## src/rtl/processor_jtag_bridge_fifo.sv

```systemverilog
// Buffered bridge from the processor output port to a JTAG UART Avalon-MM slave.
// Processor strobes are queued in a small FIFO. A three-state sequencer then
// drains the queue: it polls the UART control register for write space
// (WSPACE), tracks the remaining space as a local credit, and issues data or
// control writes while honouring waitrequest.
//
//   state | meaning
//   IDLE  | bus idle; choose the next transaction from the FIFO head and credit
//   POLL  | read UART control register (address 1) to refresh credit
//   WRITE | write FIFO head to data (address 0) or control (address 1) register
module processor_jtag_bridge_fifo #(
  parameter int          DATA_W     = 16,
  parameter int          SEL_BIT    = 8,
  parameter int          DEPTH      = 16,
  parameter logic [31:0] CTRL_VALUE = 32'd2,
  parameter int          CNT_W      = 8
) (
  input  logic              clk,
  input  logic              reset_n,
  input  logic              proc_oEn,
  input  logic [DATA_W-1:0] proc_oData,
  output logic              proc_full,
  output logic [CNT_W-1:0]  drop_count,
  output logic              chipselect,
  output logic              address,
  output logic              write_n,
  output logic              read_n,
  output logic [31:0]       writedata,
  input  logic [31:0]       readdata,
  input  logic              waitrequest
);

  localparam int AW = (DEPTH > 1) ? $clog2(DEPTH) : 1;
  localparam logic [AW:0] DEPTH_CNT = (AW+1)'(DEPTH);

  typedef enum logic [1:0] {
    IDLE  = 2'd0,
    POLL  = 2'd1,
    WRITE = 2'd2
  } state_t;

  state_t        state;
  logic [8:0]    mem [DEPTH];
  logic [AW-1:0] wr_ptr;
  logic [AW-1:0] rd_ptr;
  logic [AW:0]   count;
  logic [15:0]   credit;

  logic       push;
  logic       pop;
  logic       full_now;
  logic [8:0] head;
  logic       head_sel;

  // Space is judged on the count at the start of the cycle, so a pop never
  // makes room for a push in the same cycle.
  assign full_now = (count == DEPTH_CNT);
  assign push     = proc_oEn && !full_now;
  assign pop      = (state == WRITE) && !waitrequest;
  assign head     = mem[rd_ptr];
  assign head_sel = head[8];

  // FIFO storage: entry is {register select, character}.
  always_ff @(posedge clk) begin
    if (push) begin
      mem[wr_ptr] <= {proc_oData[SEL_BIT], proc_oData[7:0]};
    end
  end

  // FIFO pointers, occupancy and the registered full flag.
  always_ff @(posedge clk or negedge reset_n) begin
    if (!reset_n) begin
      wr_ptr    <= '0;
      rd_ptr    <= '0;
      count     <= '0;
      proc_full <= 1'b0;
    end else begin
      if (push) wr_ptr <= wr_ptr + 1'b1;
      if (pop)  rd_ptr <= rd_ptr + 1'b1;
      case ({push, pop})
        2'b10: begin
          count     <= count + 1'b1;
          proc_full <= ((count + 1'b1) == DEPTH_CNT);
        end
        2'b01: begin
          count     <= count - 1'b1;
          proc_full <= 1'b0;
        end
        default: proc_full <= full_now;
      endcase
    end
  end

  // Saturating count of strobes lost while the FIFO was full.
  always_ff @(posedge clk or negedge reset_n) begin
    if (!reset_n) begin
      drop_count <= '0;
    end else if (proc_oEn && full_now && (drop_count != {CNT_W{1'b1}})) begin
      drop_count <= drop_count + 1'b1;
    end
  end

  // Bus sequencer: a control write needs no credit, a data write spends one.
  always_ff @(posedge clk or negedge reset_n) begin
    if (!reset_n) begin
      state  <= IDLE;
      credit <= '0;
    end else begin
      case (state)
        IDLE: begin
          if (count != '0) begin
            if (head_sel || (credit != '0)) state <= WRITE;
            else                            state <= POLL;
          end
        end
        POLL: begin
          if (!waitrequest) begin
            credit <= readdata[31:16];
            state  <= IDLE;
          end
        end
        WRITE: begin
          if (!waitrequest) begin
            if (!head_sel) credit <= credit - 1'b1;
            state <= IDLE;
          end
        end
        default: state <= IDLE;
      endcase
    end
  end

  // Bus decode from the state register and FIFO head only; the head cannot
  // change during WRITE, so the outputs hold steady through a stall.
  assign chipselect = (state == POLL) || (state == WRITE);
  assign read_n     = (state != POLL);
  assign write_n    = (state != WRITE);
  assign address    = (state == POLL) || ((state == WRITE) && head_sel);
  assign writedata  = (state != WRITE) ? 32'd0 :
                      head_sel         ? CTRL_VALUE : {24'd0, head[7:0]};

endmodule

```

## config.mk

```make
export PLATFORM = sky130hd
export DESIGN_NAME = processor_jtag_bridge_fifo
export DESIGN_NICKNAME = d
export VERILOG_FILES = /design/src/rtl/processor_jtag_bridge_fifo.sv
export SDC_FILE = /design/constraint.sdc
export NUM_CORES = 1
export LEC_CHECK = 0
export CAP_MARGIN = 15
export CORE_MARGIN = 4
export CORE_UTILIZATION = 60
export CTS_CLUSTER_SIZE = 16
export DETAILED_ROUTE_END_ITERATION = 6
export PLACE_DENSITY = 0.84
export SETUP_SLACK_MARGIN = 0.02
export SLEW_MARGIN = 20
export SYNTH_ARGS = -nofsm -noshare
export SYNTH_HDL_FRONTEND = slang
export SYNTH_SLANG_ARGS = --single-unit
```

## constraint.sdc

```tcl
create_clock -name clk -period 8.4 [get_ports clk]
set_input_delay 1.26 -clock clk [delete_from_list [all_inputs] [get_ports clk]]
set_output_delay 1.26 -clock clk [all_outputs]
set_load 0.005 [all_outputs]
```

# [Word-level counts from Yosys, hierarchy flattened]
# Memory sizes are Yosys's and may differ from the RTL's.
# Index checks and enable logic that the tools add are counted.
# W data, S select, Z words.
[word_totals] word_cells=60 out_inout_bits=45 ram_bits=144 reg_bits=40 n_memories=1 inputBits=52
[memory_table] name="mem" words=16 word_bits=9 rd=1 rd_ports_with_merged_regs=0 write_ports=1 line="43" text="logic [8:0] mem [DEPTH];"
[classes] n_addsub=6 mux=14 n_eq_ne=14 reduce_logical=18
[ops] cell="$mux W16" n=3
[ops] cell="$pmux W16 S2" n=1
[ops] cell="$mux W8" n=2
[ops] cell="$reduce_bool A16 Y1" n=1
[ops] cell="$sub A16 B1 Y16 const B" n=1
[ops] cell="$ne A2 B2 Y1 const B" n=6
[ops] cell="$eq A5 B5 Y1 const B" n=2
[ops] cell="$pmux W5 S2" n=1
[ops] cell="$add A4 B1 Y4 const B" n=2
[ops] cell="$add A8 B1 Y8 const B" n=1
[ops] cell="$ne A8 B8 Y1 const B" n=1
[ops] cell="$mux W2" n=3
[ops] cell="$add A5 B1 Y5 const B" n=1
[ops] cell="$logic_and A1 B1 Y1" n=5
[ops] cell="$reduce_bool A5 Y1" n=1
[ops] cell="$sub A5 B1 Y5 const B" n=1
[ops] cell="$eq A2 B1 Y1 const B" n=2
[ops] cell="$eq A2 B2 Y1 const B" n=2
[ops] cell="$pmux W2 S2" n=1
[ops] cell="$reduce_and A4 Y1" n=1
[ops] cell="$reduce_bool A2 Y1" n=2
[ops] cell="$logic_or A1 B1 Y1" n=3
[ops] cell="$logic_not A1 Y1" n=2
[ops] cell="$logic_not A2 Y1" n=1
[ops] cell="5 further kinds" n=6

# [Depth between registers and ports, before layout]
# Gate-level depths: netlist (run 1).
[depth] word_depth=5 depth_mapped=10 ltp_nobuf=10

# [Least setup slack after synthesis (run 1)]
# Ideal clock, no wire load.
[synth_timing] path_kind="flip-flop to output port" from="register rd_ptr[0]" to="output port writedata[0]" path_buffers=2 stages_incl_launch_ff=6 arrival_time_ps=1965 slack_ps=5175 required_ps=7140 path_cell_list="dfrtp_1 > buf_6 > buf_2 > mux4_2 > mux4_2 > nor2b_1"
[synth_between] elab_chain_len=3
[synth_rtl] element="start: declaration" line="45" text="logic [AW-1:0] rd_ptr;"
[synth_rtl] element="start signal: assignment" line="79" text="if (pop) rd_ptr <= rd_ptr + 1'b1;"
[synth_rtl] element="$mem_v2 Z16 W9"
[synth_rtl] element="$mux W8" line="140" text="head_sel ? CTRL_VALUE : {24'd0, head[7:0]};"
[synth_rtl] element="$mux W8" line="139" text="assign writedata = (state != WRITE) ? 32'd0 :"
[synth_rtl] element="end: declaration" line="28" text="output logic [31:0] writedata,"
# Every way passes these cells.

# [Final worst setup path (run 1)]
# Same ends and word-level chain as after synthesis.

==> impl_results.md, run 1 <==
- Outcome: finished, final reports clean
- Max clock buf depth: 2
- Unrepaired setup endpoints after global routing: no
- DRT Pass-1 Iters: 7
- Crit. End Element: output port
- Share of flip-flops with an asynchronous set or reset: 0.217
- Cell Area, Synth: 8210 um2
- Fin area: 9410 um2
- Nets: 640
- Max cap viols: 0
- Number of setup violations in the final report: 0
- Initial drt markers: 749
- Root Buffer: clkbuf_16
- Leading area contributor after synthesis: edfxtp_1
- Final clock skew: 0.0130 ns
- Most common library cells after synthesis: edfxtp_1, mux4_2, dfrtp_1, nor2_1, nand2_1
- Slew @ Worst Pin: 1.14 ns
- Sequential fraction of the synthesis area: 0.649
- Post-CTS Setup Bufs: 0
- Vias in the first global route: 4,753
- CP startpoint kind: register
- Die area: 15,600 um2
- Gate Count Post-Synth: 522
- Final core occ: 0.708
- Period utilization: 0.609
- Initial Util: 0.617
- Worst hold-check path type: register to register
- Layout cells sized above 1: 0.177
- Worst slew margin: 0.236
- Top-area cell type share of the netlist area: 0.527
- Drt total wl: 17.5 mm
- Htree depth: 4
- CP dominant cell by count: buf_4
- Crit Path Max Fanout: 21
- Critical path's slowest cell: dfrtp_2
- Die Y: 125 um
- Worst-Skew Late Latency: 0.43 ns
- Routability cong.: 0.858
- Antenna Nets Post-Route: 0
- Fin crit period: 5.11 ns
- P_leak: 3.28 nW
- Ys Warns: 0
- Total Routing Usage GR: 0.230
- Count leader, synth: edfxtp_1
- Initial antenna violation count: 0
- Worst VDD drop: 0.000324 V
- Post-CTS sizing: 0
- WP data required: 7.14 ns
- Routed len/inst: 22.9 um
- Buffers added on ports: 49
- Total CTS buffers: 17
- Reg-to-reg slack, setup: 4.79 ns
- ANT cells: 0
- Final Max Slew Viols: 0
- Top post-synthesis cells by area: edfxtp_1, dfrtp_1, mux4_2
- Fin. Hold Viols: 0
- CP cell instances: buf_4 -> mux4_1 -> mux2i_1 -> o221ai_2 -> buf_4 -> nor2b_1 -> clkdlybuf4s50_1
- # clock sinks: 184
- Peak Freq: 0.196 GHz
- Post-synth cell types: 65
- WS Path Type: register to output port
- Critical Path Max Stage Delay: 0.79 ns
- Syn-to-layout area delta: 14.7%
- Clock slew at reported path FFs: 0.07 ns
- First-pass GRT wire length: 27.1 mm
- Post-synth EDFFs: 144
- Critical Path AT: 3.85 ns
- Total number of vias: 4,788
- Hpwl dp: 10.7 mm
- FF+latch count, synth: 184
- # DRC: 0
- Top FF cell, synth: edfxtp_1
- Die Width: 125 um
- Largest net degree at the start of global routing: 41
- DR vias/cell: 6.28
- CORE AREA: 13,300 um2
- Cell Pwr Density: 334 nW/um2
- GRT overflow: 0
- Ports: 97
- Syn_area_per_cell: 15.7 um2
- Row cnt: 42
- Final setup TNS: 0 ns
- Placed cell areas: 8770 um2
- CTS tree: yes
- Post-CTS Hold Buffers: 0
==> final cells by class <==
type,instances,area (um2)
repair buffers,55,531
multi-input cells,293,2640
flip-flops and latches,184,5330
clock inverters,14,188
well taps,176,220
fillers,828,3880
clock buffers,18,429
inverters,22,82.6
==> kinds of logic after synthesis <==
| logic type | Yosys count | share of synthesized area |
|---|---|---|
| xor+xnor | 18 | 0.0192 |
| other cells | 1 | 0.000457 |
| flops | 184 | 0.649 |
| fa+ha+maj | 15 | 0.0229 |
| mux | 50 | 0.128 |
| simple gates | 123 | 0.0748 |
| buf+inv | 68 | 0.0445 |
| compound gates | 63 | 0.0614 |
==> report_power, final <==
part	leakage [nW]	switching [mW]	total (mW)	internal, mW
Combinational	1.17	0.491	0.998	0.508
Sequential	1.80	0.173	1.30	1.13
Clock	0.306	0.362	0.840	0.478
==> layer usage <==
metal / vias to the layer above / part of all wire / routed length [um] / track usage
li1: 2085 / - / - / -
met1: 2433 / 0.40 / 6930 / 0.306
met2: 243 / 0.51 / 8970 / 0.382
met3: 27 / 0.074 / 1290 / 0.0567
met4: 0 / 0.016 / 273 / 0.0714
met5: - / 0 / 0 / 0
==> metrics by stage <==
step	hold slack [ns]	instances	power (mW)	worst slack, ns
2_1_floorplan	0.484	545	1.98	5.17
3_3_place_gp	0.483	730	2.24	3.76
3_5_place_dp	0.489	730	2.30	3.64
4_1_cts	0.503	762	3.14	3.18
5_1_grt	0.544	762	3.30	2.96
6_report	0.506	762	3.14	3.29
==> sequential cells by signal, summed over array words and instances (netlist names) <==
signal and cells:
wr_ptr 4, credit 16, rd_ptr 4, state 2, count 5, proc_full 1, mem 144, drop_count 8
==> layout by cell type (no fill, tap or decap), drive strengths merged, types with 5 or more instances in the layout <==
| master | netlist | final |
|---|---|---|
| nand2 | 26 | 26 |
| inv | 21 | 28 |
| o21ai | 7 | 7 |
| edfxtp | 144 | 144 |
| conb | 1 | 24 |
| xor2 | 5 | 5 |
| or3 | 5 | 5 |
| nor2 | 32 | 32 |
| clkbuf | 12 | 18 |
| nand4 | 7 | 7 |
| nor2b | 8 | 8 |
| xnor2 | 13 | 13 |
| ha | 15 | 15 |
| mux4 | 43 | 43 |
| a21oi | 10 | 10 |
| nand3 | 9 | 9 |
| clkdlybuf4s50 | 0 | 48 |
| clkinv | 1 | 5 |
| nor3 | 15 | 15 |
| o21a | 5 | 5 |
| dfrtp | 40 | 40 |
| buf | 34 | 7 |
==> worst paths after layout <==
check                      depth (start not counted)          start       endpoint
hold / removal                                     1  drop_count[7]  drop_count[7]
min in group asynchronous                          1        reset_n  drop_count[7]
setup reg to reg                                   7      rd_ptr[0]      credit[5]
hold reg to reg                                    1  drop_count[7]  drop_count[7]
setup / recovery                                   7      rd_ptr[0]   writedata[0]
max in group asynchronous                          1        reset_n      rd_ptr[0]
==> worst max-delay path, delay by kind of cell, from the launching register on <==
family	cells	cell delay, ns
AOI/OAI and AO/OA	1	0.28
buffers and inverters	3	1.30
DFF	1	0.79
muxes	2	0.89
and+or+nand+nor	1	0.13
Power figures use the tool's default switching activity.
==> run 2: changes to the inputs <==
--- a/config.mk
+++ b/config.mk
@@ -7,10 +7,10 @@
 export LEC_CHECK = 0
 export CAP_MARGIN = 15
 export CORE_MARGIN = 4
-export CORE_UTILIZATION = 60
+export CORE_UTILIZATION = 51
 export CTS_CLUSTER_SIZE = 16
 export DETAILED_ROUTE_END_ITERATION = 6
-export PLACE_DENSITY = 0.84
+export PLACE_DENSITY = 0.76
 export SETUP_SLACK_MARGIN = 0.02
 export SLEW_MARGIN = 20
 export SYNTH_ARGS = -nofsm -noshare
==> constraint.sdc (replaced) <==
create_clock -name clk -period 4.29 [get_ports clk]
set_input_delay 0.6435 -clock clk [delete_from_list [all_inputs] [get_ports clk]]
set_output_delay 0.6435 -clock clk [all_outputs]
set_load 0.005 [all_outputs]
==> run 2 against run 1 <==
- final area rose by 1.2%
- routed wire length fell by 2.7%
- setup slack got worse by 2.8 ns
- flip-flop and latch count did not move
- core utilization fell by 11 points
- sequential power rose by 94%
- count of clock-buffer cells in the layout rose by 1
- first-iteration DRC count fell by 50%
- critical path type unchanged
- clock skew fell by 0.0037 ns
- critical path depth fell by 2
==> impl_results.md, run 2 (synthesized netlist as in run 1, its figures left out) <==
- Die Width: 135 um
- Ports: 97
- Met3 usage: 0.0503
- Syn-to-layout area delta: 16.1%
- Fin crit period: 3.79 ns
- Hpwl dp: 11.0 mm
- Post-CTS Setup Bufs: 0
- Met1 GRT Util: 0.259
- Critical Path AT: 3.15 ns
- Worst slew margin: 0.282
- Outcome: finished, final reports clean
- Initial Util: 0.519
- WS Path Type: register to output port
- Post-Place Cells: 785
- Cells on worst reg2reg path: 6
- Total CTS buffers: 17
- DRT Pass-1 Iters: 5
- R2R Path Start: rd_ptr[2]
- Period utilization: 0.884
- Worst hold-check path type: primary input to async pin
- DR vias/cell: 5.76
- Antenna Nets Post-Route: 0
- Nets: 655
- Crit Path Max Fanout: 22
- P_leak: 3.33 nW
- Final clock skew: 0.00932 ns
- Routability cong.: 0.850
- Unrepaired setup endpoints after global routing: no
- Final setup TNS: 0 ns
- Global routing usage on met2: 0.329
- Post-CTS sizing: 0
- Clock slew at reported path FFs: 0.07 ns
- Vias in the first global route: 4,681
- Root Buffer: clkbuf_16
- Die area: 18,200 um2
- GRT busiest layer: met2
- Max cap viols: 0
- Largest net degree at the start of global routing: 41
- Top reg by flops: mem
- Cell Pwr Density: 637 nW/um2
- CORE AREA: 15,800 um2
- Critical Path Max Stage Delay: 0.60 ns
- CTS tree: yes
- Routed len/inst: 20.8 um
- Initial drt markers: 377
- Final cell count without fillers: 817
- Slew @ Worst Pin: 1.07 ns
- Buffers added on ports: 49
- Row cnt: 46
- Worst VDD drop: 0.000457 V
- CP dominant cell by count: mux4_2
- Crit. End Element: output port
- Reg2reg end: credit[14]
- Commonest non-fill, non-tap cell in the layout: edfxtp_1
- Die Y: 135 um
- # DRC: 0
- Total Routing Usage GR: 0.198
- Htree depth: 4
- Max clock buf depth: 2
- Fin. Hold Viols: 0
- # clock sinks: 184
- GRT overflow: 0
- Final Max Slew Viols: 0
- Layout cells sized above 1: 0.181
- Reg-to-reg slack, setup: 1.39 ns
- Number of setup violations in the final report: 0
- Initial antenna violation count: 0
- Drt total wl: 17.0 mm
- WP data required: 3.65 ns
- Commonest cells after routing, fill and taps aside: edfxtp_1, clkdlybuf4s50_1, mux4_2
- CP cell instances: buf_4 -> mux4_2 -> mux4_2 -> nor2b_1 -> clkdlybuf4s50_1
- Critical path's slowest cell: mux4_2
- Worst-Skew Late Latency: 0.44 ns
- First-pass GRT wire length: 26.6 mm
- Peak Freq: 0.264 GHz
- Max FFs per register: 144
- Post-CTS Hold Buffers: 0
- ANT cells: 0
- Total number of vias: 4,704
- CP startpoint kind: register
- Top Registers: mem: 144 flops, credit: 16 flops, drop_count: 8 flops
## run 2: cell types whose count changed in the layout (fill, tap and decap cells not counted), sizes merged
cell,previous run,this run
buf,7,22
bufinv,3,2
clkbuf,18,19
clkinv,5,2
clkinvlp,0,3
## run 2: final cells by class
cell class                 count  area [um2]
fill                        1163        6300
multi-input combinational    293        2600
sequential                   184        5330
clock inverter                13         158
timing repair buffer          70         656
inverter                      22        82.6
tap                          216         270
clock buffer                  19         433
## run 2: how the worst max path moves through the flow
stage                    from      endpoint  slack [ns]  depth (start not counted)
finish              rd_ptr[0]  writedata[3]        0.50                          5
global route        rd_ptr[2]  writedata[5]        0.34                          5
CTS                 rd_ptr[0]  writedata[3]        0.44                          5
detailed placement  rd_ptr[0]  writedata[2]        0.93                          5
global placement    rd_ptr[0]  writedata[4]        0.97                          5
floorplan            count[0]     mem[3][0]        1.64                          6
## run 2: where the power goes
part / internal [mW] / switching, mW
clock: 0.877 / 0.692
combinational: 1.03 / 0.951
sequential: 2.21 / 0.310
## run 2: metrics by stage
stage	util	hold slack (ns)	setup slack (ns)	cell area (um2)	power, mW
2_1_floorplan	-	0.348	1.64	8290	3.88
3_3_place_gp	0.565	0.479	0.972	8940	4.44
3_5_place_dp	0.565	0.489	0.934	8940	4.53
4_1_cts	0.602	0.359	0.436	9530	6.12
5_1_grt	0.602	0.416	0.341	9530	6.40
6_report	0.602	0.341	0.496	9530	6.07
## run 2: worst max-delay path: cells and delay by family, from the launching register on
| family | cells | cell delay (ns) |
|---|---|---|
| multiplexers | 2 | 1.09 |
| flip-flops | 1 | 0.50 |
| buffers and inverters | 2 | 0.95 |
| AND/OR/NAND/NOR | 1 | 0.17 |
## run 2: per-layer routing
metal / up-vias / part of all wire
met2: 189 / 0.51
met1: 2381 / 0.40
met3: 17 / 0.081
met4: 0 / 0.011
met5: - / 0
li1: 2117 / -
